<file path="config.mk">
export PLATFORM = sky130hd
export DESIGN_NAME = aes_encrypt_core
export DESIGN_NICKNAME = d
export VERILOG_FILES = /design/src/rtl/aes_pkg.sv /design/src/rtl/aes_round.sv /design/src/rtl/aes_encrypt_core.sv
export SDC_FILE = /design/constraint.sdc
export NUM_CORES = 2
export LEC_CHECK = 0
export CAP_MARGIN = 20
export CORE_AREA = 2 2 643 645
export DETAILED_ROUTE_END_ITERATION = 7
export DIE_AREA = 0 0 645 647
export PLACE_DENSITY_LB_ADDON = 0.15
export SETUP_SLACK_MARGIN = 0.4
export SYNTH_ARGS = -nofsm -noshare
export SYNTH_HDL_FRONTEND = slang
export SYNTH_HIERARCHICAL = 1
export SYNTH_SLANG_ARGS = --single-unit
</file>
<file path="constraint.sdc">
create_clock -name HCLK -period 6.5 [get_ports HCLK]
set_input_delay 0.975 -clock HCLK [delete_from_list [all_inputs] [get_ports HCLK]]
set_output_delay 0.975 -clock HCLK [all_outputs]
set_load 0.1 [all_outputs]
</file>
<file path="src/rtl/aes_pkg.sv">
// aes_pkg: shared AES-128 definitions for the encryption core.
//   SBOX_TABLE / sbox() : forward S-box, byte 0x00 in the top byte of the table
//   xtime()             : multiply-by-x in GF(2^8) mod x^8+x^4+x^3+x+1
//   state_t             : 16-byte state; FIPS-197 byte n sits at packed index 15-n
//   fsm_t               : controller states
//   AES_NR              : round count for AES-128
package aes_pkg;

    localparam int AES_NR = 10;

    typedef logic [15:0][7:0] state_t;

    typedef enum logic {
        IDLE = 1'b0,
        RUN  = 1'b1
    } fsm_t;

    localparam logic [2047:0] SBOX_TABLE = {
        128'h637c777bf26b6fc53001672bfed7ab76, 128'hca82c97dfa5947f0add4a2af9ca472c0,
        128'hb7fd9326363ff7cc34a5e5f171d83115, 128'h04c723c31896059a071280e2eb27b275,
        128'h09832c1a1b6e5aa0523bd6b329e32f84, 128'h53d100ed20fcb15b6acbbe394a4c58cf,
        128'hd0efaafb434d338545f9027f503c9fa8, 128'h51a3408f929d38f5bcb6da2110fff3d2,
        128'hcd0c13ec5f974417c4a77e3d645d1973, 128'h60814fdc222a908846eeb814de5e0bdb,
        128'he0323a0a4906245cc2d3ac629195e479, 128'he7c8376d8dd54ea96c56f4ea657aae08,
        128'hba78252e1ca6b4c6e8dd741f4bbd8b8a, 128'h703eb5664803f60e613557b986c11d9e,
        128'he1f8981169d98e949b1e87e9ce5528df, 128'h8ca1890dbfe6426841992d0fb054bb16
    };

    function automatic logic [7:0] sbox(input logic [7:0] b);
        int idx;
        idx = 2047 - 8 * int'(b);
        return SBOX_TABLE[idx -: 8];
    endfunction

    function automatic logic [7:0] xtime(input logic [7:0] b);
        return {b[6:0], 1'b0} ^ (b[7] ? 8'h1b : 8'h00);
    endfunction

endpackage

</file>
<file path="src/rtl/aes_round.sv">
// aes_round: one combinational AES encryption round.
//   state_in  [127:0] : round input state (byte 0 in bits [127:120])
//   round_key [127:0] : key XORed in at the end of the round
//   final_rnd         : 1 skips MixColumns (last round)
//   state_out [127:0] : SubBytes -> ShiftRows -> [MixColumns] -> AddRoundKey
module aes_round
    import aes_pkg::*;
(
    input  logic [127:0] state_in,
    input  logic [127:0] round_key,
    input  logic         final_rnd,
    output logic [127:0] state_out
);

    state_t w_in;
    state_t w_sb;
    state_t w_sr;
    state_t w_mc;

    assign w_in = state_in;

    // Byte (row r, column c) is FIPS-197 byte 4c+r, i.e. packed index 15-(4c+r).
    always_comb begin
        logic [7:0] a0, a1, a2, a3;
        // NOTE: every variable gets a value before any branch or loop so no latch can be inferred.
        w_sb = '0;
        w_sr = '0;
        w_mc = '0;
        a0   = '0;
        a1   = '0;
        a2   = '0;
        a3   = '0;

        for (int n = 0; n < 16; n++) begin
            w_sb[n] = sbox(w_in[n]);
        end

        // Row r rotates left by r columns.
        for (int c = 0; c < 4; c++) begin
            for (int r = 0; r < 4; r++) begin
                w_sr[15 - (4 * c + r)] = w_sb[15 - (4 * ((c + r) % 4) + r)];
            end
        end

        // Column times the circulant {02,03,01,01}; 03*a is xtime(a)^a.
        for (int c = 0; c < 4; c++) begin
            a0 = w_sr[15 - 4 * c];
            a1 = w_sr[14 - 4 * c];
            a2 = w_sr[13 - 4 * c];
            a3 = w_sr[12 - 4 * c];
            w_mc[15 - 4 * c] = xtime(a0) ^ xtime(a1) ^ a1 ^ a2 ^ a3;
            w_mc[14 - 4 * c] = a0 ^ xtime(a1) ^ xtime(a2) ^ a2 ^ a3;
            w_mc[13 - 4 * c] = a0 ^ a1 ^ xtime(a2) ^ xtime(a3) ^ a3;
            w_mc[12 - 4 * c] = xtime(a0) ^ a0 ^ a1 ^ a2 ^ xtime(a3);
        end
    end

    assign state_out = (final_rnd ? w_sr : w_mc) ^ round_key;

endmodule

</file>
<file path="src/rtl/aes_encrypt_core.sv">
// aes_encrypt_core: iterative AES-128 encryption, one round per clock.
//   HCLK, n_rst            : clock, async active-low reset
//   start, keys_ready      : load request, accepted in IDLE only when keys are valid
//   plaintext   [127:0]    : block sampled on the load edge
//   keyword     [127:0]    : round-0 key (not captured; must stay stable while busy)
//   subkey0..9  [127:0]    : round keys 1..10 (not captured)
//   busy                   : block in flight
//   done                   : one-cycle pulse, ciphertext valid from here on
//   ciphertext  [127:0]    : result, held until the next done
module aes_encrypt_core
    import aes_pkg::*;
#(
    parameter int NR = AES_NR
) (
    input  logic         HCLK,
    input  logic         n_rst,
    input  logic         start,
    input  logic         keys_ready,
    input  logic [127:0] plaintext,
    input  logic [127:0] keyword,
    input  logic [127:0] subkey0,
    input  logic [127:0] subkey1,
    input  logic [127:0] subkey2,
    input  logic [127:0] subkey3,
    input  logic [127:0] subkey4,
    input  logic [127:0] subkey5,
    input  logic [127:0] subkey6,
    input  logic [127:0] subkey7,
    input  logic [127:0] subkey8,
    input  logic [127:0] subkey9,
    output logic         busy,
    output logic         done,
    output logic [127:0] ciphertext
);

    fsm_t         r_state;
    logic [3:0]   r_rnd;
    logic [127:0] r_st;
    logic         r_busy;
    logic         r_done;
    logic [127:0] r_ct;

    logic [127:0] w_rkey;
    logic [127:0] w_round;
    logic         w_final;

    // Round rnd uses subkey[rnd-1].
    always_comb begin
        case (r_rnd)
            4'd1:    w_rkey = subkey0;
            4'd2:    w_rkey = subkey1;
            4'd3:    w_rkey = subkey2;
            4'd4:    w_rkey = subkey3;
            4'd5:    w_rkey = subkey4;
            4'd6:    w_rkey = subkey5;
            4'd7:    w_rkey = subkey6;
            4'd8:    w_rkey = subkey7;
            4'd9:    w_rkey = subkey8;
            4'd10:   w_rkey = subkey9;
            default: w_rkey = '0;
        endcase
    end

    assign w_final = (r_rnd == 4'(NR));

    aes_round u_round (
        .state_in  (r_st),
        .round_key (w_rkey),
        .final_rnd (w_final),
        .state_out (w_round)
    );

    // NOTE: state registers use non-blocking assignments so every flop samples pre-edge values.
    always_ff @(posedge HCLK or negedge n_rst) begin
        if (!n_rst) begin
            r_state <= IDLE;
            r_rnd   <= '0;
            r_st    <= '0;
            r_busy  <= 1'b0;
            r_done  <= 1'b0;
            r_ct    <= '0;
        end else begin
            r_done <= 1'b0;
            case (r_state)
                IDLE: begin
                    if (start && keys_ready) begin
                        r_st    <= plaintext ^ keyword;
                        r_rnd   <= 4'd1;
                        r_busy  <= 1'b1;
                        r_state <= RUN;
                    end
                end
                RUN: begin
                    if (w_final) begin
                        r_ct    <= w_round;
                        r_done  <= 1'b1;
                        r_busy  <= 1'b0;
                        r_rnd   <= '0;
                        r_state <= IDLE;
                    end else begin
                        r_st  <= w_round;
                        r_rnd <= r_rnd + 4'd1;
                    end
                end
                default: r_state <= IDLE;
            endcase
        end
    end

    assign busy       = r_busy;
    assign done       = r_done;
    assign ciphertext = r_ct;

endmodule

</file>
==> results.py <==
metrics = {
    "detailed_routing": {
        "wl_met1_um": 323800,
        "wl_um": 829600,
        "route.detailed.wl_per_inst_um": 44.99,
        "drc": 0,
        "dr.pass1.iters": 8,
        "vias": 114700,
        "top_layer": "met5",
        "dr_wl_met2_um": 343500,
        "met3_length_um": 87060,
        "via_per_inst": 6.220,
        "antenna_left": 0,
        "drtIter0Drc": 18420,
    },
    "placement": {
        "hpwl_um": 674100,
        "io_buffer_count": 1669,
        "gp_congestion": 1.052,
    },
    "sta": {
        "drv_slew": 0,
        "finClkSkew_ns": 0.03248,
        "worstMarginPinSlew_ns": 1.432,
        "rsz0062_at_grt": "false",
        "fmax_ghz": 0.1654,
        "slew_headroom_pct": 4.537,
        "setup_violations": 0,
        "hold_violations": 0,
        "setup-tns-final_ns": 0,
        "final.period_utilization_pct": 93.00,
        "min_period_ns": 6.045,
    },
    "global_route": {
        "first_global_vias": 105200,
        "grt_use_total_pct": 37.68,
        "grt_pass1_wl_um": 1069000,
        "antenna_found_initial": 302,
        "gr-total-overflow": 0,
        "grt_max_degree": 141,
    },
    "clock_tree": {
        "cts_buffers": 45,
        "cts.clk_slew.worst_paths_ns": 0.06,
        "clock_path_buffers": 3,
        "htree_levels": 2,
        "cts_tree": "done",
        "ctsHoldBuffers": 0,
        "clk_latency_ns": 0.76,
        "cts_sinks": 263,
        "clock-root-buffer": "clkbuf_16",
    },
    "critical_path": {
        "cpMostUsedCell": "xnor2_1",
        "max_stage_delay_ns": 0.78,
        "rr_worst_depth": 17,
        "worstPathArrival_ns": 6.66,
        "startpoint_type": "flop",
        "cp_data_required_time_ns": 7.11,
        "r2r_setup_slack_ns": 0.45,
        "worst_r2r_endpoint": "r_st[0]",
        "crit_path_end_kind": "flop",
        "crit_path_top_delay_cell": "a2111oi_1",
        "crit_buf_inv": 4,
        "worstSetupPathType": "flop to flop",
        "crit-reg2reg-launch": "r_st[72]",
        "critPathMaxFanout": 11,
        "crit_family": "compound AO/OA/AOI/OAI gates",
        "startpoint": "r_st[72]",
        "critical_path.cell_chain": "inv_1, ha_1, inv_1, mux4_2, a2111oi_1, o21ai_0, nand4_1, xnor2_1, xnor2_1, xnor2_1, mux2i_1, buf_4, xnor2_2, nand2_1, o21ai_0, buf_4, mux2_2",
    },
    "finish": {
        "final_cell_mix": "1,660 x clkdlybuf4s50_1, 859 x nand2_1, 777 x o21ai_0",
        "nNetsFinal": 14410,
        "area_growth_pct": 29.99,
        "layout_commonest_cell": "clkdlybuf4s50_1",
        "fillers": 45780,
        "layout-drive-gt1-share_pct": 12.89,
    },
    "synth": {
        "synthSimpleGateAreaFrac_pct": 22.44,
        "synth-edff-count": 0,
        "synth_area_um2": 84040,
        "synth_compound_area_share_pct": 37.86,
        "synth_top_family_by_area": "compound AO/OA/AOI/OAI gates",
        "synthFlopType": "dfrtp_1",
        "synth-xor-area-share_pct": 8.137,
        "synth.distinct_cells": 126,
        "synth_warnings": 6,
        "syn_nets": 13390,
        "synth_seq_area_share_pct": 7.831,
        "synthMuxAreaShare_pct": 11.49,
        "async_reset_ff_share_pct": 100.0,
        "synth_adder_area_share_pct": 3.421,
        "ys_ff_latch": 263,
        "avgSynthCellArea_um2": 7.234,
        "synth_cells": 11620,
    },
    "status": {
        "status": "finished, final reports clean",
    },
    "floorplan": {
        "die-area_um2": 417300,
        "start_util_pct": 20.45,
        "die_w_um": 645,
        "ioPinCount": 1670,
        "rows": 236,
        "fp.coreArea_um2": 411000,
        "die_h_um": 647,
    },
    "run": {
        "drv_cap": 0,
    },
    "worst_hold_path": {
        "min_path_type": "input port to async pin",
    },
}
## cell type report
type / instances / area [um2] / area share (%)
repair buffers: 2379 / 22510 / 20.61
multi-input cells: 9770 / 70250 / 64.30
inverters: 185 / 706.9 / 0.6471
diodes: 283 / 708.2 / 0.6482
clock inverters: 24 / 284.0 / 0.2600
flip-flops and latches: 263 / 6703 / 6.135
clock buffers: 60 / 1242 / 1.137
well taps: 5474 / 6849 / 6.269
## through the flow
step	hold slack [ns]	worst slack [ns]	util, %	instance area, um2	std cells
6_report	0.08960	0.4550	26.58	109300	18440
5_1_grt	0.06909	0.4008	26.52	109000	18340
4_1_cts	0.01605	0.5943	26.41	108500	18160
3_5_place_dp	0.4925	0.2137	26.03	107000	18070
3_3_place_gp	0.4880	0.2435	26.02	106900	18070
2_1_floorplan	0.4738	1.883	-	84040	11620
## flip-flops by register name, indices dropped and copies added (netlist names)
register,flops
ciphertext,128
r_st,128
r_rnd,4
busy,1
done,1
r_state,1
## worst max path at each step
stage,to,depth (start not counted)
floorplan,r_st[108],19
global placement,r_st[0],17
detailed placement,r_st[0],17
CTS,r_st[0],17
global route,r_st[0],17
finish,r_st[0],17
## cell usage after synthesis (316+ instances only)
cell	n	share of area (%)
a22oi_1	430	3.8
clkbuf_1	638	2.8
nand2b_1	420	3.1
nand2_1	859	3.8
nor3_1	316	1.9
nor2_1	632	2.8
o21ai_0	780	4.6
nor2b_1	325	2.4
a21oi_1	705	4.2
buf_2	508	3.0
xnor2_1	402	4.2
nand3_1	347	2.1
mux2_2	333	4.5
## logic make-up after synthesis
family                   after synthesis
XOR/XNOR                             650
AO/OA/AOI/OAI                       4475
adder cells (fa/ha/maj)              230
AND/OR/NAND/NOR                     3663
buffers and inverters               1585
multiplexers                         752
flip-flops                           263
## what timing repair did
action / in CTS / in global routing
setup endpoints to repair: 1 / 0
gates resized for setup: 2 / 0
buffers inserted: 0 / 0
## per-layer routing
| layer | up-vias | track usage [%] |
|---|---|---|
| met5 | - | 0 |
| met1 | 57560 | 46.20 |
| met2 | 8290 | 55.38 |
| met4 | 146 | 27.73 |
| met3 | 1710 | 11.53 |
| li1 | 46970 | - |
Power is left out: the tool's default activity adds up to more than one toggle a clock period on the data nets, which glitch-free logic cannot reach.
